## src/rtl/u712_local_bus_initiator_if.sv

```systemverilog
// Local bus and internal request signals for the U712 local bus initiator.
// The master modport is the initiator's view; slave is the requester/arbiter/responder side.
interface u712_local_bus_initiator_if;
    logic        REQ;
    logic        REQ_RnW;
    logic [31:0] REQ_ADDR;
    logic [1:0]  REQ_SIZ;
    logic [31:0] REQ_WDATA;
    logic        ACK;
    logic        ERR;
    logic        BURST_INH;
    logic [31:0] RDATA;
    logic        RBEAT;
    logic        WBEAT;

    logic        BRn;
    logic        BGn;
    logic        BBn;
    logic        TSn;
    logic        TIPn;
    logic        RnW;
    logic [31:0] A;
    logic [1:0]  SIZ;
    logic [31:0] D_OUT;
    logic        D_OE;
    logic [31:0] D_IN;
    logic        TACKn;
    logic        TEAn;
    logic        TBIn;
    logic        TCIn;

    modport master (
        input  REQ, REQ_RnW, REQ_ADDR, REQ_SIZ, REQ_WDATA,
        input  BGn, D_IN, TACKn, TEAn, TBIn, TCIn,
        output ACK, ERR, BURST_INH, RDATA, RBEAT, WBEAT,
        output BRn, BBn, TSn, TIPn, RnW, A, SIZ, D_OUT, D_OE
    );

    modport slave (
        output REQ, REQ_RnW, REQ_ADDR, REQ_SIZ, REQ_WDATA,
        output BGn, D_IN, TACKn, TEAn, TBIn, TCIn,
        input  ACK, ERR, BURST_INH, RDATA, RBEAT, WBEAT,
        input  BRn, BBn, TSn, TIPn, RnW, A, SIZ, D_OUT, D_OE
    );
endinterface

```

## src/rtl/u712_local_bus_initiator.sv

```systemverilog
// 68040-style local bus master: arbitrates, issues TSn/TIPn transfers (single or 4-beat line),
// decodes TACKn/TEAn/TBIn termination, with bounded retry and a no-termination timeout.
module u712_local_bus_initiator #(
    parameter int unsigned TIMEOUT_CYCLES = 255,
    parameter int unsigned MAX_RETRY      = 3
) (
    input  logic CLK40,
    input  logic RESET,
    u712_local_bus_initiator_if.master bus
);
    localparam int unsigned TO_W = (TIMEOUT_CYCLES > 1) ? $clog2(TIMEOUT_CYCLES) : 1;
    localparam int unsigned RT_W = (MAX_RETRY > 0) ? $clog2(MAX_RETRY + 1) : 1;

    typedef enum logic [2:0] {S_IDLE, S_ARB, S_START, S_WAIT, S_DONE} state_t;

    state_t          state;
    logic [1:0]      beat;
    logic [TO_W-1:0] to_cnt;
    logic [RT_W-1:0] retry_cnt;

    logic beat_ok, retry_hit, bus_err, no_term;
    logic is_line, tbi_stop, last_beat, end_ok, end_err;
    logic unused_tci;

    // TCIn carries no behaviour of its own in this master
    assign unused_tci = bus.TCIn;

    always_comb begin
        beat_ok   = !bus.TACKn &&  bus.TEAn;
        retry_hit = !bus.TACKn && !bus.TEAn;
        bus_err   =  bus.TACKn && !bus.TEAn;
        no_term   =  bus.TACKn &&  bus.TEAn;
        is_line   = (bus.SIZ == 2'b11);
        tbi_stop  = is_line && (beat == 2'd0) && !bus.TBIn;
        last_beat = !is_line || tbi_stop || (beat == 2'd3);
        end_ok    = (state == S_WAIT) && beat_ok && last_beat;
        end_err   = (state == S_WAIT) &&
                    ((retry_hit && (retry_cnt >= RT_W'(MAX_RETRY))) || bus_err ||
                     (no_term && (to_cnt == TO_W'(TIMEOUT_CYCLES - 1))));
    end

    always_ff @(posedge CLK40 or posedge RESET) begin
        if (RESET) begin
            state         <= S_IDLE;
            beat          <= '0;
            to_cnt        <= '0;
            retry_cnt     <= '0;
            bus.BRn       <= 1'b1;
            bus.BBn       <= 1'b1;
            bus.TSn       <= 1'b1;
            bus.TIPn      <= 1'b1;
            bus.RnW       <= 1'b1;
            bus.A         <= '0;
            bus.SIZ       <= '0;
            bus.D_OUT     <= '0;
            bus.D_OE      <= 1'b0;
            bus.ACK       <= 1'b0;
            bus.ERR       <= 1'b0;
            bus.RBEAT     <= 1'b0;
            bus.WBEAT     <= 1'b0;
            bus.BURST_INH <= 1'b0;
            bus.RDATA     <= '0;
        end else begin
            bus.ACK       <= 1'b0;
            bus.ERR       <= 1'b0;
            bus.RBEAT     <= 1'b0;
            bus.WBEAT     <= 1'b0;
            bus.BURST_INH <= 1'b0;
            // requester advances REQ_WDATA in the WBEAT cycle; pick it up one clock later
            if (bus.WBEAT) bus.D_OUT <= bus.REQ_WDATA;

            case (state)
                S_IDLE: begin
                    retry_cnt <= '0;
                    if (bus.REQ) begin
                        bus.RnW <= bus.REQ_RnW;
                        bus.A   <= bus.REQ_ADDR;
                        bus.SIZ <= bus.REQ_SIZ;
                        bus.BRn <= 1'b0;
                        state   <= S_ARB;
                    end
                end
                S_ARB: begin
                    if (!bus.BGn) begin
                        bus.BRn  <= 1'b1;
                        bus.BBn  <= 1'b0;
                        bus.TSn  <= 1'b0;
                        bus.TIPn <= 1'b0;
                        bus.D_OE <= !bus.RnW;
                        if (!bus.RnW) bus.D_OUT <= bus.REQ_WDATA;
                        state    <= S_START;
                    end
                end
                S_START: begin
                    bus.TSn <= 1'b1;
                    beat    <= '0;
                    to_cnt  <= '0;
                    state   <= S_WAIT;
                end
                S_WAIT: begin
                    if (beat_ok) begin
                        if (bus.RnW) begin
                            bus.RBEAT <= 1'b1;
                            bus.RDATA <= bus.D_IN;
                        end else begin
                            bus.WBEAT <= 1'b1;
                        end
                        if (!last_beat) beat <= beat + 2'd1;
                    end
                    if (retry_hit && !end_err) begin
                        retry_cnt <= retry_cnt + 1'b1;
                        bus.TSn   <= 1'b0;
                        state     <= S_START;
                    end
                    if (no_term && !end_err && (to_cnt != '1)) to_cnt <= to_cnt + 1'b1;
                    if (end_ok || end_err) begin
                        bus.ACK       <= end_ok;
                        bus.ERR       <= end_err;
                        bus.BURST_INH <= end_ok && tbi_stop;
                        bus.TIPn      <= 1'b1;
                        bus.BBn       <= 1'b1;
                        bus.D_OE      <= 1'b0;
                        state         <= S_DONE;
                    end
                end
                S_DONE:  state <= S_IDLE;
                default: state <= S_IDLE;
            endcase
        end
    end
endmodule

```

## src/flat_wrapper.sv

```systemverilog
// flat-port wrapper written by rule: the top's interface ports become plain ports
module u712_local_bus_initiator_flat 
#(
    parameter int unsigned TIMEOUT_CYCLES = 255,
    parameter int unsigned MAX_RETRY      = 3
)
  (CLK40, RESET, bus_REQ, bus_REQ_RnW, bus_REQ_ADDR, bus_REQ_SIZ, bus_REQ_WDATA, bus_BGn, bus_D_IN, bus_TACKn, bus_TEAn, bus_TBIn, bus_TCIn, bus_ACK, bus_ERR, bus_BURST_INH, bus_RDATA, bus_RBEAT, bus_WBEAT, bus_BRn, bus_BBn, bus_TSn, bus_TIPn, bus_RnW, bus_A, bus_SIZ, bus_D_OUT, bus_D_OE);
  u712_local_bus_initiator_if bus_i ();
  input  logic CLK40;
  input  logic RESET;
  input wire logic [$bits(bus_i.REQ)-1:0] bus_REQ;
  input wire logic [$bits(bus_i.REQ_RnW)-1:0] bus_REQ_RnW;
  input wire logic [$bits(bus_i.REQ_ADDR)-1:0] bus_REQ_ADDR;
  input wire logic [$bits(bus_i.REQ_SIZ)-1:0] bus_REQ_SIZ;
  input wire logic [$bits(bus_i.REQ_WDATA)-1:0] bus_REQ_WDATA;
  input wire logic [$bits(bus_i.BGn)-1:0] bus_BGn;
  input wire logic [$bits(bus_i.D_IN)-1:0] bus_D_IN;
  input wire logic [$bits(bus_i.TACKn)-1:0] bus_TACKn;
  input wire logic [$bits(bus_i.TEAn)-1:0] bus_TEAn;
  input wire logic [$bits(bus_i.TBIn)-1:0] bus_TBIn;
  input wire logic [$bits(bus_i.TCIn)-1:0] bus_TCIn;
  output wire logic [$bits(bus_i.ACK)-1:0] bus_ACK;
  output wire logic [$bits(bus_i.ERR)-1:0] bus_ERR;
  output wire logic [$bits(bus_i.BURST_INH)-1:0] bus_BURST_INH;
  output wire logic [$bits(bus_i.RDATA)-1:0] bus_RDATA;
  output wire logic [$bits(bus_i.RBEAT)-1:0] bus_RBEAT;
  output wire logic [$bits(bus_i.WBEAT)-1:0] bus_WBEAT;
  output wire logic [$bits(bus_i.BRn)-1:0] bus_BRn;
  output wire logic [$bits(bus_i.BBn)-1:0] bus_BBn;
  output wire logic [$bits(bus_i.TSn)-1:0] bus_TSn;
  output wire logic [$bits(bus_i.TIPn)-1:0] bus_TIPn;
  output wire logic [$bits(bus_i.RnW)-1:0] bus_RnW;
  output wire logic [$bits(bus_i.A)-1:0] bus_A;
  output wire logic [$bits(bus_i.SIZ)-1:0] bus_SIZ;
  output wire logic [$bits(bus_i.D_OUT)-1:0] bus_D_OUT;
  output wire logic [$bits(bus_i.D_OE)-1:0] bus_D_OE;
  assign bus_i.REQ = bus_REQ;
  assign bus_i.REQ_RnW = bus_REQ_RnW;
  assign bus_i.REQ_ADDR = bus_REQ_ADDR;
  assign bus_i.REQ_SIZ = bus_REQ_SIZ;
  assign bus_i.REQ_WDATA = bus_REQ_WDATA;
  assign bus_i.BGn = bus_BGn;
  assign bus_i.D_IN = bus_D_IN;
  assign bus_i.TACKn = bus_TACKn;
  assign bus_i.TEAn = bus_TEAn;
  assign bus_i.TBIn = bus_TBIn;
  assign bus_i.TCIn = bus_TCIn;
  assign bus_ACK = bus_i.ACK;
  assign bus_ERR = bus_i.ERR;
  assign bus_BURST_INH = bus_i.BURST_INH;
  assign bus_RDATA = bus_i.RDATA;
  assign bus_RBEAT = bus_i.RBEAT;
  assign bus_WBEAT = bus_i.WBEAT;
  assign bus_BRn = bus_i.BRn;
  assign bus_BBn = bus_i.BBn;
  assign bus_TSn = bus_i.TSn;
  assign bus_TIPn = bus_i.TIPn;
  assign bus_RnW = bus_i.RnW;
  assign bus_A = bus_i.A;
  assign bus_SIZ = bus_i.SIZ;
  assign bus_D_OUT = bus_i.D_OUT;
  assign bus_D_OE = bus_i.D_OE;
  u712_local_bus_initiator #(.TIMEOUT_CYCLES(TIMEOUT_CYCLES), .MAX_RETRY(MAX_RETRY)) u_core (.CLK40(CLK40), .RESET(RESET), .bus(bus_i));
endmodule
```

## config.mk

```make
export PLATFORM = sky130hd
export DESIGN_NAME = u712_local_bus_initiator_flat
export DESIGN_NICKNAME = d
export VERILOG_FILES = /design/src/rtl/u712_local_bus_initiator_if.sv /design/src/rtl/u712_local_bus_initiator.sv /design/src/flat_wrapper.sv
export SDC_FILE = /design/constraint.sdc
export NUM_CORES = 1
export LEC_CHECK = 0
export CAP_MARGIN = 0
export CORE_MARGIN = 4
export CORE_UTILIZATION = 40
export CTS_BUF_LIST = sky130_fd_sc_hd__clkbuf_16
export DETAILED_ROUTE_END_ITERATION = 16
export PLACE_DENSITY = 0.74
export SLEW_MARGIN = 15
export SYNTH_ARGS = -nofsm -noshare
export SYNTH_HDL_FRONTEND = slang
export SYNTH_SLANG_ARGS = --single-unit
```

## constraint.sdc

```tcl
create_clock -name CLK40 -period 9.9 [get_ports CLK40]
set_input_delay 1.485 -clock CLK40 [delete_from_list [all_inputs] [get_ports CLK40]]
set_output_delay 1.485 -clock CLK40 [all_outputs]
set_load 0.02 [all_outputs]
```

==> results.cfg, run 1 <==
[yosys]
netlist_top_cells_area = dfrtp_1, mux2_1, dfstp_2
synth_top_family_by_area = multiplexers
synth-compound-area-share = 0.0333
synth-simple-area-share = 0.0704
ys.flop_type = dfrtp_1
synth_edf_count = 0
syn_nets = 458
synth_top_area_share = 0.596
synth_seq_cells = 123
avgSynthCellArea_sq_um = 14.4
synth_async_sr_flop_share = 1.00
yosys.cell_types.count = 43
yosys.area_share.adder = 0.0125
synthXorXnorAreaFrac = 0.00877
ys_seq_area_frac = 0.618
syn-instance-count = 346
syn_area_sq_um = 4990
yosysWarningCount = 0
synth.largest_area_cell = dfrtp_1
muxShareOfSynthArea = 0.232

[setup_path]
crit_type = in -> reg
worstSetupStartpointType = primary input
critPathArrivalTime_ps = 3660
cp.required_ps = 10180
crit_fanout = 33
r2r_slack_ps = 7460
end_kind = register

[floorplanning]
die_x_um = 120
dieArea_sq_um = 14300
std_cell_rows = 40
io-pin-count = 216
die_h_um = 120
core_area_sq_um = 12100
start_util = 0.412

[drt]
dr.pass1.iters = 4
dr.first_iter.drc_count = 169
num_vias = 3561
postRouteAntennaNets = 0
viasPerCell = 4.77
wl_per_cell_um = 16.4
drcViolationCount = 0
routed_wl_um = 12200

[cts]
cts_sinks = 123
cts_resized = 0
cts_hold_buffers = 0
clockRootBuffer = clkbuf_16
clockBufferDepth = 2
clkLatencyLatePin_ps = 400
cts_buffers = 17
cts.clk_slew.worst_paths_ps = 50
cts_max_level = 4
cts_tree = yes
post_cts_buffers = 0

[final_layout]
multi_input_area_sq_um = 1790
fin_cells = 747
diodes = 0
finalInstanceArea_sq_um = 7830
seq_area_sq_um = 3080
nFillCells = 985
final_util = 0.646
final_nets = 679
drive_gt1_frac = 0.0674
synthToLayoutAreaGrowth_pct = 56.8

[timing]
slew_violations = 0
period_share = 0.341
setup_ws_ps = 6520
fin_crit_ps = 3380
hold_violations = 0
finalSetupViolations = 0
rsz0062_at_grt = false
tns_ps = 0
holdWs_ps = 480
max_freq_ghz = 0.296
slew_headroom = 0.324
worst_slew_pin_slew_ps = 1010
skew_ps = 4.52

[global_routing]
grt_use_total = 0.174
antenna_found_initial = 0
grt_max_degree = 85
grt_pass1_vias = 3806
grt_overflow = 0
grt_pass1_wl_um = 19200

[power_and_ir_drop]
p_per_area_nw_per_um2 = 323
power.total_mw = 2.53
p_leak_nw = 3.34
vdd_drop_max_mv = 0.161

[flow_run]
cap_violations = 0

[placed_design]
place_ws_ps = 6100
portBuffers = 214
placed_area_sq_um = 7280
gp_congestion = 0.724
placed_cells = 716
place_hpwl_um = 9140

[status]
status = finished clean

[hold_path]
holdCritPathClass = reg -> reg
Yosys cell counts (2+ instances only):
cell type and instances:
nor3b_1 4, dfrtp_1 119, buf_2 3, buf_4 9, nand2b_1 4, o31ai_1 2
a21oi_1 2, clkinv_1 2, a22o_1 4, nor2b_1 3, o31a_1 2, dfstp_2 4
mux2_1 101, nor3_2 2, o21ai_1 5, ha_1 5, nor3_1 8, and2_1 3
clkbuf_1 2, xnor2_1 5, nand3_1 5, inv_1 8, nor2_1 17, nand2_1 7
mux2i_1 2
where the power goes:
| part | total, mW | internal, mW | switching (mW) |
|---|---|---|---|
| sequential | 0.867 | 0.731 | 0.136 |
| combinational | 1.09 | 0.562 | 0.533 |
| clock | 0.564 | 0.360 | 0.204 |
| total | 2.53 | 1.65 | 0.873 |
logic make-up (layout without fill, tap and decap cells):
family,Yosys count,count (layout)
flops,123,123
compound gates,23,23
mux,103,103
fa+ha+maj,5,5
xor+xnor,5,5
buf+inv,24,257
simple gates,63,63
cells in the final DEF (no fill, tap or decap), drive strengths merged, types with 6 or more instances in the layout:
| master | instances |
|---|---|
| clkinv | 10 |
| nor2 | 18 |
| clkdlybuf4s50 | 214 |
| inv | 11 |
| o21ai | 6 |
| mux2 | 101 |
| clkbuf | 17 |
| nand2 | 8 |
| dfrtp | 119 |
| nor3 | 10 |
worst max-delay path, cell delays in order:
cell             delay (ps)
clkdlybuf4s50_1         570
and4b_1                 310
nand2_2                 150
nor2_4                  730
mux2_1                  390
final timing paths:
check / from / end / cells after the start
worst max-delay path: bus_TEAn / u_core.bus.RDATA[17] / 5
worst min-delay path: u_core.bus.A[28] / u_core.bus.A[28] / 1
worst max register to register: u_core.state[0] / u_core.bus.RDATA[17] / 4
worst min register to register: u_core.bus.A[28] / u_core.bus.A[28] / 1
max in group asynchronous: RESET / u_core.to_cnt[7] / 3
min in group asynchronous: RESET / u_core.bus.D_OUT[26] / 2
metal layers:
layer  track usage  part of all wire  up-vias
met5             0                 0        -
met4        0.0723             0.018        0
met3        0.0787             0.094       18
met2         0.288              0.48      161
met1         0.194              0.40     1726
li1              -                 -     1656
layout make-up:
cell class                 count  area share
inverter                      10     0.00511
tap                          168      0.0268
sequential                   123       0.394
clock inverter                14      0.0147
timing repair buffer         216       0.276
multi-input combinational    199       0.229
clock buffer                  17      0.0543
sequential cells by signal, indices dropped and copies added, names as in the netlist:
signal                cells
u_core.bus.RnW            1
u_core.bus.TSn            1
u_core.to_cnt             8
u_core.bus.D_OUT         32
u_core.bus.BURST_INH      1
u_core.bus.BBn            1
u_core.bus.RDATA         32
u_core.bus.A             32
u_core.beat               2
u_core.bus.ACK            1
u_core.state              3
u_core.bus.RBEAT          1
u_core.retry_cnt          2
u_core.bus.D_OE           1
u_core.bus.WBEAT          1
u_core.bus.SIZ            2
u_core.bus.ERR            1
u_core.bus.BRn            1
Note: power is estimated with default switching activity, not from simulation.
==> run 2, diff against run 1 <==
==> constraint.sdc (replaced) <==
create_clock -name CLK40 -period 3.13 [get_ports CLK40]
set_input_delay 0.4695 -clock CLK40 [delete_from_list [all_inputs] [get_ports CLK40]]
set_output_delay 0.4695 -clock CLK40 [all_outputs]
set_load 0.02 [all_outputs]
==> results.cfg, run 2 (synthesis gave the netlist of run 1 again) <==
[drt]
drcViolationCount = 0
dr.first_iter.drc_count = 179
wl_met3_um = 1250
dr.pass1.iters = 4
viasPerCell = 4.80
postRouteAntennaNets = 0
wl_met2_um = 6140
routed.top_layer = met4
drt-met1-wl_um = 4660
routed_wl_um = 12400
num_vias = 3603
wl_per_cell_um = 16.5

[timing]
fin_crit_ps = 2140
max_freq_ghz = 0.467
worst_slew_pin_slew_ps = 718
slew_violations = 0
hold_violations = 0
tns_ps = 0
finalSetupViolations = 0
skew_ps = 8.75
period_share = 0.684
slew_headroom = 0.520
holdWs_ps = 482
rsz0062_at_grt = false

[global_routing]
grt_max_degree = 64
grt_overflow = 0
grt_pass1_wl_um = 20100
grt_use_total = 0.181
antenna_found_initial = 0
grt_pass1_vias = 3965

[hold_path]
holdCritPathClass = reg -> reg

[final_layout]
diodes = 0
final_util = 0.653
final_common_cell = clkdlybuf4s50_1
drive_gt1_frac = 0.0756
reg_top3 = u_core.bus.A: 32 flops, u_core.bus.D_OUT: 32 flops, u_core.bus.RDATA: 32 flops
final_cell_mix = clkdlybuf4s50_1, dfrtp_1, mux2_1
fin_cells = 750
final_nets = 683
synthToLayoutAreaGrowth_pct = 58.3

[cts]
cts_resized = 0
cts_hold_buffers = 0
post_cts_buffers = 0
cts_buffers = 17
clockBufferDepth = 2
cts_sinks = 123
clkLatencyLatePin_ps = 400
cts_tree = yes
cts_max_level = 4
cts.clk_slew.worst_paths_ps = 50
clockRootBuffer = clkbuf_16

[placed_design]
place_hpwl_um = 9560
placed_cells = 720
portBuffers = 214
gp_congestion = 0.776

[power_and_ir_drop]
p_per_area_nw_per_um2 = 1020
intPower_mw = 5.32
vdd_drop_max_mv = 0.586
p_leak_nw = 3.37
power_frac_comb = 0.431
power.switching_mw = 2.76
power.total_mw = 8.08
p_sw_frac = 0.342
p_seq_frac = 0.338
pwr-share-clk = 0.231

[floorplanning]
core_area_sq_um = 12100
io-pin-count = 216
start_util = 0.412
die_h_um = 120
dieArea_sq_um = 14300
std_cell_rows = 40
die_x_um = 120

[setup_path]
worstSetupStartpointType = register
crit_fanout = 33
end_kind = register
crit_type = reg -> reg
cp.required_ps = 3410
critPathArrivalTime_ps = 2420

[status]
status = finished clean

[flow_run]
cap_violations = 0
-- run 2: changes by cell type in the layout (fill, tap and decap cells not counted), sizes merged --
cell      before  now
buf            2    6
bufinv         2    3
clkinv        10    8
clkinvlp       1    2
inv           11   10
-- run 2: cell type report --
| class | count | area (sq um) |
|---|---|---|
| fill | 980 | 4210 |
| sequential | 123 | 3080 |
| timing repair buffer | 220 | 2210 |
| multi-input combinational | 199 | 1790 |
| clock buffer | 17 | 425 |
| tap | 168 | 210 |
| clock inverter | 13 | 138 |
| inverter | 10 | 41.3 |
-- run 2: per-stage QoR --
step	instance area (sq um)	worst slack (ps)
final	7900	988
after global routing	7900	816
after detailed placement	7340	617
after floorplan	5000	1150
after CTS	7900	939
after global placement	7340	669
-- run 2: worst paths after layout --
kind                                 startpoint                    to  slack (ps)  cells after the start
min in group asynchronous                 RESET  u_core.bus.D_OUT[12]         530                      2
max in group asynchronous                 RESET   u_core.bus.RDATA[7]        1850                      3
max                             u_core.state[0]   u_core.bus.RDATA[3]         990                      5
max reg2reg                     u_core.state[0]   u_core.bus.RDATA[3]         990                      5
min                        u_core.bus.RDATA[13]  u_core.bus.RDATA[13]         480                      1
min reg2reg                u_core.bus.RDATA[13]  u_core.bus.RDATA[13]         480                      1
-- run 2: worst max-delay path, stage by stage (launching register included) --
cell     delay [ps]
dfrtp_1         650
and4b_1         360
nand2_2         140
nor2_4           90
buf_4           380
mux2_1          390
-- run 2: routing by layer --
metal | GRT usage | vias up
li1 | - | 1668
met1 | 0.195 | 1745
met2 | 0.306 | 165
met3 | 0.0839 | 25
met4 | 0.0759 | 0
met5 | 0 | -
-- run 2: power groups by stage --
stage / clock, mW / combinational, mW / sequential, mW
CTS: 1.91 / 3.55 / 2.75
floorplan: 0 / 1.03 / 3.48
global placement: 0 / 3.47 / 2.71
global route: 1.99 / 3.72 / 2.84
finish: 1.87 / 3.49 / 2.73
detailed placement: 0 / 3.53 / 2.76
==> run 3, diff against run 2 <==
--- a/config.mk
+++ b/config.mk
@@ -7,10 +7,10 @@
 export LEC_CHECK = 0
 export CAP_MARGIN = 0
 export CORE_MARGIN = 4
-export CORE_UTILIZATION = 40
+export CORE_UTILIZATION = 38
 export CTS_BUF_LIST = sky130_fd_sc_hd__clkbuf_16
 export DETAILED_ROUTE_END_ITERATION = 16
-export PLACE_DENSITY = 0.74
+export PLACE_DENSITY = 0.73
 export SLEW_MARGIN = 15
 export SYNTH_ARGS = -nofsm -noshare
 export SYNTH_HDL_FRONTEND = slang
==> constraint.sdc (replaced) <==
create_clock -name CLK40 -period 1.95 [get_ports CLK40]
set_input_delay 0.2925 -clock CLK40 [delete_from_list [all_inputs] [get_ports CLK40]]
set_output_delay 0.2925 -clock CLK40 [all_outputs]
set_load 0.02 [all_outputs]
==> results.cfg, run 3 (synthesis gave the netlist of run 1 again) <==
[status]
status = finished clean

[final_layout]
synthToLayoutAreaGrowth_pct = 63.3
final_nets = 700
final_util = 0.641
drive_gt1_frac = 0.106
diodes = 0
nFillCells = 1012
seq_area_sq_um = 3080
multi_input_area_sq_um = 1810
fin_cells = 773
final_common_cell = clkdlybuf4s50_1
reg_top3 = u_core.bus.A: 32 flops, u_core.bus.D_OUT: 32 flops, u_core.bus.RDATA: 32 flops
final_cell_mix = clkdlybuf4s50_1, dfrtp_1, mux2_1
finalInstanceArea_sq_um = 8150

[floorplanning]
io-pin-count = 216
die_h_um = 123
dieArea_sq_um = 15000
core_area_sq_um = 12700
die_x_um = 123
start_util = 0.392
std_cell_rows = 41

[power_and_ir_drop]
p_leak_nw = 3.47
p_per_area_nw_per_um2 = 1640
vdd_drop_max_mv = 0.908
power.total_mw = 13.4

[drt]
postRouteAntennaNets = 0
wl_per_cell_um = 16.4
drcViolationCount = 0
routed_wl_um = 12700
viasPerCell = 4.72
num_vias = 3646
dr.pass1.iters = 4
dr.first_iter.drc_count = 124

[setup_path]
end_kind = output port
crit_chain = clkdlybuf4s50_1
r2r_cells = 5
cp.required_ps = 1660
reg2reg_to = u_core.state[0]
critPathTopFamily = buffers and inverters
crit_slowest_cell = clkdlybuf4s50_1
rr_startpoint = u_core.state[0]
crit_start = u_core.bus.BRn
critical_path_buf_inv_count = 1
slowest_delay_ps = 640
critPathArrivalTime_ps = 1570
worstSetupStartpointType = register
r2r_slack_ps = 160
crit_fanout = 2
crit_type = reg -> out

[timing]
slew_headroom = 0.736
finalSetupViolations = 0
tns_ps = 0
fin_crit_ps = 1860
max_freq_ghz = 0.538
worst_slew_pin_slew_ps = 395
hold_violations = 0
setup_ws_ps = 91.8
skew_ps = 4.63
period_share = 0.953
holdWs_ps = 213
slew_violations = 0
rsz0062_at_grt = false

[global_routing]
grt_max_degree = 49
grt_overflow = 0
grt_use_total = 0.180
grt_pass1_vias = 4054
grt_pass1_wl_um = 20700
antenna_found_initial = 0

[cts]
cts_sinks = 123
cts_buffers = 17
clockRootBuffer = clkbuf_16
clockBufferDepth = 2
cts_max_level = 4
cts_hold_buffers = 0
cts_tree = yes
cts.clk_slew.worst_paths_ps = 50
clkLatencyLatePin_ps = 400
post_cts_buffers = 0

[hold_path]
holdCritPathClass = in -> async

[placed_design]
portBuffers = 214
place_hpwl_um = 9650
placed_cells = 741
place_ws_ps = -34.5
placed_area_sq_um = 7540
gp_congestion = 0.802

[flow_run]
cap_violations = 0
-- run 3: cell count changes in the layout (fill, tap and decap cells not counted), moves of 2 or more --
cell        change
buf_12          +5
buf_4          +12
clkinv_1        +3
clkinv_2        -4
clkinvlp_4      +4
inv_1           -2
-- run 3: routing by layer --
layer	vias to the layer above	global-route usage	part of all wire
li1	1699	-	-
met1	1768	0.202	0.38
met2	157	0.294	0.48
met3	22	0.0843	0.11
met4	0	0.0756	0.022
met5	-	0	0
-- run 3: area by class of cell --
cell class,count,area share
flip-flops and latches,123,0.378
repair buffers,237,0.295
multi-input cells,199,0.221
clock buffers,17,0.0522
well taps,172,0.0264
clock inverters,15,0.0223
inverters,10,0.00506
-- run 3: worst max-delay path by stage --
stage                       end  slack, ps  cells after the start
5_1_grt          u_core.bus.TSn         10                      6
2_1_floorplan    u_core.beat[0]        150                      1
6_report                bus_BRn         90                      1
4_1_cts                 bus_BRn         50                      1
3_5_place_dp   u_core.bus.A[22]        -30                      5
3_3_place_gp   u_core.bus.A[14]        -20                      5
-- run 3: report_power, final --
| part | total, mW | switching (mW) | internal, mW |
|---|---|---|---|
| sequential | 4.35 | 0.635 | 3.71 |
| clock | 3.19 | 1.08 | 2.11 |
| combinational | 5.84 | 2.82 | 3.02 |
| total | 13.4 | 4.54 | 8.85 |
-- run 3: what timing repair did --
item / 4_1_cts / 5_1_grt
gates resized for setup: 1 / 2
endpoints found under the setup margin: 1 / 2
endpoints found under the hold margin: 0 / 0
